==> config.mk <==
export PLATFORM = sky130hd
export DESIGN_NAME = bitserial_mac
export DESIGN_NICKNAME = d
export VERILOG_FILES = /design/src/rtl/bitserial_mac.sv
export SDC_FILE = /design/constraint.sdc
export NUM_CORES = 1
export LEC_CHECK = 0
export BUFFER_PORTS_ARGS = -buffer_cell sky130_fd_sc_hd__buf_4
export CORE_ASPECT_RATIO = 1.25
export CORE_MARGIN = 2
export CORE_UTILIZATION = 54
export CTS_BUF_LIST = sky130_fd_sc_hd__clkbuf_4 sky130_fd_sc_hd__clkbuf_8
export CTS_CLUSTER_DIAMETER = 150
export DETAILED_ROUTE_END_ITERATION = 10
export MAX_ROUTING_LAYER = met4
export PLACE_DENSITY = 0.74
export SYNTH_ARGS = -nofsm -noshare
export SYNTH_HDL_FRONTEND = slang
export SYNTH_SLANG_ARGS = --single-unit
==> constraint.sdc <==
create_clock -name clk -period 3.55 [get_ports clk]
set_clock_uncertainty 0.2 [all_clocks]
set_input_delay 0.355 -clock clk [delete_from_list [all_inputs] [get_ports clk]]
set_output_delay 0.355 -clock clk [all_outputs]
set_load 0.01 [all_outputs]
==> src/rtl/bitserial_mac.sv <==
// Bit-serial multiply-accumulate: parallel multiplicand, LSB-first serial multiplier.
// Define BITSERIAL_MAC_SIGNED_EN for two's-complement operands and signed overflow.
module bitserial_mac #(
    parameter int A_WIDTH   = 8,
    parameter int B_WIDTH   = 8,
    parameter int ACC_WIDTH = 24
) (
    input  logic                       clk,
    input  logic                       rst,
    input  logic                       start,
    input  logic                       clear_acc,
    input  logic [A_WIDTH-1:0]         multiplicand,
    input  logic                       bit_in,
    input  logic                       bit_valid,
    output logic                       busy,
    output logic                       done,
    output logic [A_WIDTH+B_WIDTH-1:0] product,
    output logic [ACC_WIDTH-1:0]       acc,
    output logic                       overflow
);

    localparam int P_WIDTH = A_WIDTH + B_WIDTH;
    localparam int IDX_W   = $clog2(B_WIDTH);
    localparam logic [IDX_W-1:0] IDX_LAST = IDX_W'(B_WIDTH - 1);

    typedef enum logic [1:0] {IDLE, SHIFT, ACCUM} state_t;

    state_t               state_q, state_d;
    logic [P_WIDTH-1:0]   mcand_q, mcand_d;
    logic [P_WIDTH-1:0]   partial_q, partial_d;
    logic [IDX_W-1:0]     idx_q, idx_d;
    logic                 clear_q, clear_d;
    logic                 busy_q, busy_d;
    logic                 done_q, done_d;
    logic [P_WIDTH-1:0]   product_q, product_d;
    logic [ACC_WIDTH-1:0] acc_q, acc_d;
    logic                 overflow_q, overflow_d;

    logic [P_WIDTH-1:0]   mcand_ext;
    logic [P_WIDTH-1:0]   term;
    logic [ACC_WIDTH-1:0] prod_ext;
    logic [ACC_WIDTH-1:0] acc_base;
    logic [ACC_WIDTH:0]   sum;
    logic                 ovf_flag;
    logic                 sub_term;

`ifdef BITSERIAL_MAC_SIGNED_EN
    assign mcand_ext = P_WIDTH'($signed(multiplicand));
    assign prod_ext  = ACC_WIDTH'($signed(partial_q));
    assign sub_term  = (idx_q == IDX_LAST);
`else
    assign mcand_ext = P_WIDTH'(multiplicand);
    assign prod_ext  = ACC_WIDTH'(partial_q);
    assign sub_term  = 1'b0;
`endif

    assign term     = mcand_q << idx_q;
    assign acc_base = clear_q ? '0 : acc_q;
    assign sum      = {1'b0, acc_base} + {1'b0, prod_ext};

`ifdef BITSERIAL_MAC_SIGNED_EN
    // carry into the MSB xor carry out of it
    assign ovf_flag = sum[ACC_WIDTH] ^ sum[ACC_WIDTH-1] ^ acc_base[ACC_WIDTH-1] ^ prod_ext[ACC_WIDTH-1];
`else
    assign ovf_flag = sum[ACC_WIDTH];
`endif

    always_comb begin
        state_d    = state_q;
        mcand_d    = mcand_q;
        partial_d  = partial_q;
        idx_d      = idx_q;
        clear_d    = clear_q;
        busy_d     = busy_q;
        done_d     = 1'b0;
        product_d  = product_q;
        acc_d      = acc_q;
        overflow_d = overflow_q;
        case (state_q)
            IDLE: begin
                if (start) begin
                    mcand_d   = mcand_ext;
                    partial_d = bit_in ? mcand_ext : '0;
                    idx_d     = IDX_W'(1);
                    clear_d   = clear_acc;
                    if (clear_acc) overflow_d = 1'b0;
                    busy_d    = 1'b1;
                    state_d   = SHIFT;
                end
            end
            SHIFT: begin
                if (bit_valid) begin
                    if (bit_in) partial_d = sub_term ? partial_q - term : partial_q + term;
                    idx_d = idx_q + IDX_W'(1);
                    if (idx_q == IDX_LAST) state_d = ACCUM;
                end
            end
            ACCUM: begin
                product_d  = partial_q;
                acc_d      = sum[ACC_WIDTH-1:0];
                overflow_d = overflow_q | ovf_flag;
                done_d     = 1'b1;
                busy_d     = 1'b0;
                state_d    = IDLE;
            end
            default: state_d = IDLE;
        endcase
    end

    always_ff @(posedge clk) begin
        if (rst) begin
            state_q    <= IDLE;
            mcand_q    <= '0;
            partial_q  <= '0;
            idx_q      <= '0;
            clear_q    <= 1'b0;
            busy_q     <= 1'b0;
            done_q     <= 1'b0;
            product_q  <= '0;
            acc_q      <= '0;
            overflow_q <= 1'b0;
        end else begin
            state_q    <= state_d;
            mcand_q    <= mcand_d;
            partial_q  <= partial_d;
            idx_q      <= idx_d;
            clear_q    <= clear_d;
            busy_q     <= busy_d;
            done_q     <= done_d;
            product_q  <= product_d;
            acc_q      <= acc_d;
            overflow_q <= overflow_d;
        end
    end

    assign busy     = busy_q;
    assign done     = done_q;
    assign product  = product_q;
    assign acc      = acc_q;
    assign overflow = overflow_q;

endmodule

==> After elaboration in Yosys (flattened, before gate mapping) <==
Index checks and enable logic that the tools add are counted.
{ "totals": {"regBits": 73, "inputBits": 14, "output_inout_bits": 43, "wordCells": 51} }
{ "classes": {"n_addsub": 3, "eq_ne": 8, "n_shift": 1, "muxes": 19, "bitwise_logic": 1, "reduce_logical": 9} }
{ "op_table": {"columns": ["cell", "n"], "rows": [
  ["two-way mux 16 bit", 3],
  ["case mux 16 bit (2 select lines)", 1],
  ["adder 24 x 16 -> 25 bit", 1],
  ["two-way mux 24 bit", 1],
  ["adder 16 bit", 1],
  ["<< shifter 8 x 3 -> 16 bit", 1],
  ["inequality test 2 bit (second input constant)", 5],
  ["AND reduction 3 bit", 3],
  ["two-way mux 8 bit", 1],
  ["two-way mux 2 bit", 3],
  ["two-way mux 3 bit", 2],
  ["case mux 3 bit (2 select lines)", 1],
  ["two-way mux 1 bit", 4],
  ["case mux 1 bit (2 select lines)", 2],
  ["case mux 2 bit (2 select lines)", 1],
  ["AND reduction 2 bit", 2],
  ["AND reduction 4 bit", 1],
  ["nonzero test 2 bit", 2],
  ["adder 3 x 1 -> 3 bit (second input constant)", 1],
  ["equality test 3 bit (second input constant)", 1],
  ["equality test 2 x 1 -> 1 bit (second input constant)", 1],
  ["equality test 2 bit (second input constant)", 1],
  ["zero test 2 bit", 1],
  ["OR 1 bit", 1]
]} }

==> Depth between registers and ports, before layout <==
{ "depth": {"ltp_word": 5, "depth_mapped": 14, "ltp_nobuf": 13} }

==> Worst setup path before layout <==
Ideal clock, no wire load.
{ "synth_path": {"path_type": "register to register", "from": "register idx_q[1]", "to": "register partial_q[14]", "setup_ns": 0.117, "arrival_time_ns": 3.075, "t_required_ns": 3.233, "path_slack_ns": 0.159, "path_stages_with_launch": 15, "path_buffers": 2, "period_less_slack_ns": 3.391, "cell_sequence": "dfxtp_1 clkbuf_1 clkbuf_1 mux2i_1 o21ai_0 nand2_1 o21ai_0 ha_1 a21o_1 a221oi_2 nand2_1 a221o_1 a31oi_1 xnor2_1 a22o_1"} }
{ "synth_via": {"elab_chain_len": 5} }
{ "synth_lines": {"columns": ["element", "line", "text"], "rows": [
  ["start, declared", "31", "logic [IDX_W-1:0] idx_q, idx_d;"],
  ["start signal, assigned", "126", "idx_q <= idx_d;"],
  ["<< shifter 8 x 3 -> 16 bit", "57", "assign term = mcand_q << idx_q;"],
  ["adder 16 bit", "93", "if (bit_in) partial_d = sub_term ? partial_q - term : partial_q + term;"],
  ["two-way mux 16 bit", "93", null],
  ["two-way mux 16 bit", "92", "if (bit_valid) begin"],
  ["case mux 16 bit (2 select lines)", "79", "case (state_q)"],
  ["end signal, assigned", "125", "partial_q <= partial_d;"],
  ["end, declared", "30", "logic [P_WIDTH-1:0] partial_q, partial_d;"]
]} }
Every way passes these cells. The select of a mux whose other input is x is not followed.
A chain may end at the register's enable or synchronous reset.

==> Final worst setup path <==
Same ends and word-level chain as after synthesis.

==> impl_results.md <==
- Outcome: finished with violations
- Failing checks: design-rule violations
- Vias post-DR: between 4000 and 5000
- Root buffer cell: clkbuf_8
- I/O pin count: 57
- Complex-gate fraction of the synthesized area: 0.236
- Post-Syn Instances: 578
- Final antenna-violating net count: 0
- RR Startpoint: idx_q[1]
- Critical path type: reg2reg
- CTS Buf Count: 9
- Critical Path End Type: flop
- Crit path time final: 3300 ps
- Adder-cell share of the synthesized area: 0.100
- Average cell area after synthesis: 7.81 um2
- Post-route insts no fill: 725
- Max cap viols: 0
- Die area: 9110 um2
- Rel. slew slack: 0.493
- Syn nets: 627
- Clk Latency, worst-skew pair: 350 ps
- DR iter-0 viols: 233
- Util after Layout: 0.641
- Die height: 106 um
- Final hold vios: 0
- PD cells: 356 nW/um2
- Placed Cells: approximately 700
- Vias in the first global route: 4045
- Die Wd: 85.8 um
- Synth area leaders: dfxtp_1 32%, nand2_1 10%, ha_1 9.1%
- R2R depth: 11
- Initial antenna violation count: 0
- Tightest Hold Check Type: in2reg
- Footprint of the multi-input gates: 2910 um2
- Req. time, crit path: 3600 ps
- Post-synth top area share: 0.324
- Post-CTS Setup Inserts: 0
- Crit start category: flop
- Final net count: approximately 670
- EDFF count, synth: 0
- DRT Wirelength: roughly 11000 um
- Setup WS pre-CTS: -8.70 ps
- Max IR drop VDD: 209 uV
- Xor/xnor cell area share of the yosys netlist: 0.0466
- Num Clock Sinks: 73
- CP arrival: 3350 ps
- Fraction of layout cells with a size suffix above 1: 0.158
- GPL Wtd Cong: 0.975
- Hold Slack: 39.5 ps
- FMAX: 0.303 GHz
- Final Worst Setup Slack: roughly 250 ps
- Leakage: 2.32 nW
- # setup viols final: 0
- Unrepaired setup endpoints after global routing: false
- Proportion of synthesized area in mux cells: 0.0327
- Hold Crit Start: bit_valid
- Ys Warns: 0
- Critical path peak fanout: 15
- Gr ovfl total: 0
- Fin. max-slew vios: 0
- Cell Rows: 37
- Top FF cell, synth: dfxtp_1
- Hold Crit Depth: 2
- H-Tree Depth: 3
- Storage cell area: 1470 um2
- Wire length of the first global-routing pass: 18900 um
- Drt via density: 5.90
- DP Wirelength: 8280 um
- Clk slew on worst S/H paths: 80 ps
- Post-synthesis cell area: 4520 um2
- Clock tree buffer depth: 2
- Largest family of logic cells by synthesized area: compound AO/OA/AOI/OAI gates
- Final instance area: approximately 5300 um2
- Initial DRT Pass Iterations: 7
- Setup slack, reg-to-reg: about 250 ps
- Core ar.: 8190 um2
- Final worst-path cycle share: 0.930
- Post-synth ARST share: 0
- Synth unique cells: 54
- Yosys reg bits: 73
- Synthesis-to-layout area growth: 16.3%
- Hold Path End: idx_q[0]
- DP Area: approximately 5000 um2
- PortBufs: 56
- CTS tree: built
- Post-synthesis sequential area ratio: 0.324
- Largest net degree at the start of global routing: 74
- # fillers: approximately 750
- Diode count: 0
- Starting density of the core: 0.551
- Reg-to-reg endpoint: partial_q[14]
- GRT Overall Usage: 0.265
- Top cell type by total area after synthesis: dfxtp_1
- Tightest Pin Transition: roughly 760 ps
- DRC: 4
- DR WL/cell: 15.5 um
- Post-Synth Simple-Gate Area: 0.228
cells by family (layout without fill, tap and decap cells):
logic type,Yosys count,count (layout)
buffers and inverters,39,89
muxes,14,14
AOI/OAI and AO/OA,164,164
xor gates and xnor gates,24,24
and+or+nand+nor,229,229
DFF,73,73
adders and majority gates,35,35
metrics by stage:
step / power [mW] / setup TNS (ps)
after floorplan: 1.04 / 0
after global placement: 1.10 / 0
after detailed placement: 1.11 / -8.70
after CTS: 1.87 / 0
after global routing: 1.94 / 0
final: 1.87 / 0
synthesized netlist by cell type, drive strengths merged (2+ instances only):
cell type / number
or2: 2
a21oi: 72
nand2b: 7
a31o: 3
a211o: 4
nor2b: 21
ha: 33
nand3: 15
nor2: 36
o22ai: 6
clkbuf: 28
a211oi: 8
buf: 3
and3: 5
o21a: 3
fa: 2
nor3: 8
o21ai: 20
mux2i: 8
a21o: 14
nor3b: 4
a31oi: 6
nor4b: 2
nand2: 120
xor2: 9
inv: 8
dfxtp: 73
a32oi: 2
nand4: 3
nand3b: 2
a311oi: 8
o21bai: 2
mux2: 6
and2: 3
a22o: 7
xnor2: 15
sequential cells by signal, indices dropped and copies added (netlist names):
signal	cells
partial_q	16
state_q	2
product	16
done	1
idx_q	3
overflow	1
acc	24
busy	1
mcand_q	8
clear_q	1
routing by layer:
metal  GRT usage  share of wire  vias to the layer above  wire length, um
met5           -              0                        -                0
met4       0.113          0.022                        0              250
met3      0.0334          0.040                       22              446
met2       0.457           0.51                      101             5790
met1       0.307           0.42                     2012             4790
li1            -              -                     2142                -
worst max-delay path, cell delays in order, from the launching register on:
cell and delay, ps:
dfxtp_4 460, mux2i_1 120, mux2_2 280, o21ai_0 240, ha_1 340, a21o_1 240, a221oi_2 370, nand2_1 90
a221o_1 350, a31oi_1 200, xnor2_1 80, a22o_1 220
repair_timing:
action	in CTS	in global routing
endpoints found under the setup margin	1	1
hold buffers	0	0
resized for setup	1	2
hold endpoints to repair	0	0
cells in the final DEF, fill, tap and decap left out, types with 12 or more instances in the layout:
| cell | instances |
|---|---|
| buf_4 | 65 |
| nand3_1 | 15 |
| dfxtp_1 | 71 |
| nor2_1 | 36 |
| nor2b_1 | 20 |
| clkbuf_8 | 12 |
| xnor2_1 | 15 |
| a21oi_1 | 72 |
| a21o_1 | 14 |
| nand2_1 | 120 |
| ha_1 | 33 |
report_power, final:
part	leakage, nW	internal [mW]	switching (mW)
Sequential	0.593	0.837	0.0304
Combinational	1.61	0.0923	0.129
Clock	0.123	0.454	0.327
Total	2.32	1.38	0.486
worst max path at each step:
| stage | start | end | slack, ps | depth (start not counted) |
|---|---|---|---|---|
| after global routing | idx_q[1] | partial_q[14] | 10 | 12 |
| after CTS | idx_q[1] | partial_q[14] | 190 | 11 |
| after global placement | idx_q[1] | partial_q[14] | 70 | 11 |
| after detailed placement | idx_q[1] | partial_q[14] | -9 | 11 |
| final | idx_q[1] | partial_q[14] | 250 | 11 |
| after floorplan | idx_q[1] | partial_q[14] | 160 | 14 |
final cells by class:
cell class | instances | share of cell area
Tap cell | 97 | 0.0231
Inverter | 8 | 0.00572
Clock buffer | 12 | 0.0314
Sequential cell | 73 | 0.279
Multi-Input combinational cell | 466 | 0.554
Clock inverter | 4 | 0.0141
Timing Repair Buffer | 65 | 0.0929
Note: power is estimated with default switching activity, not from simulation.
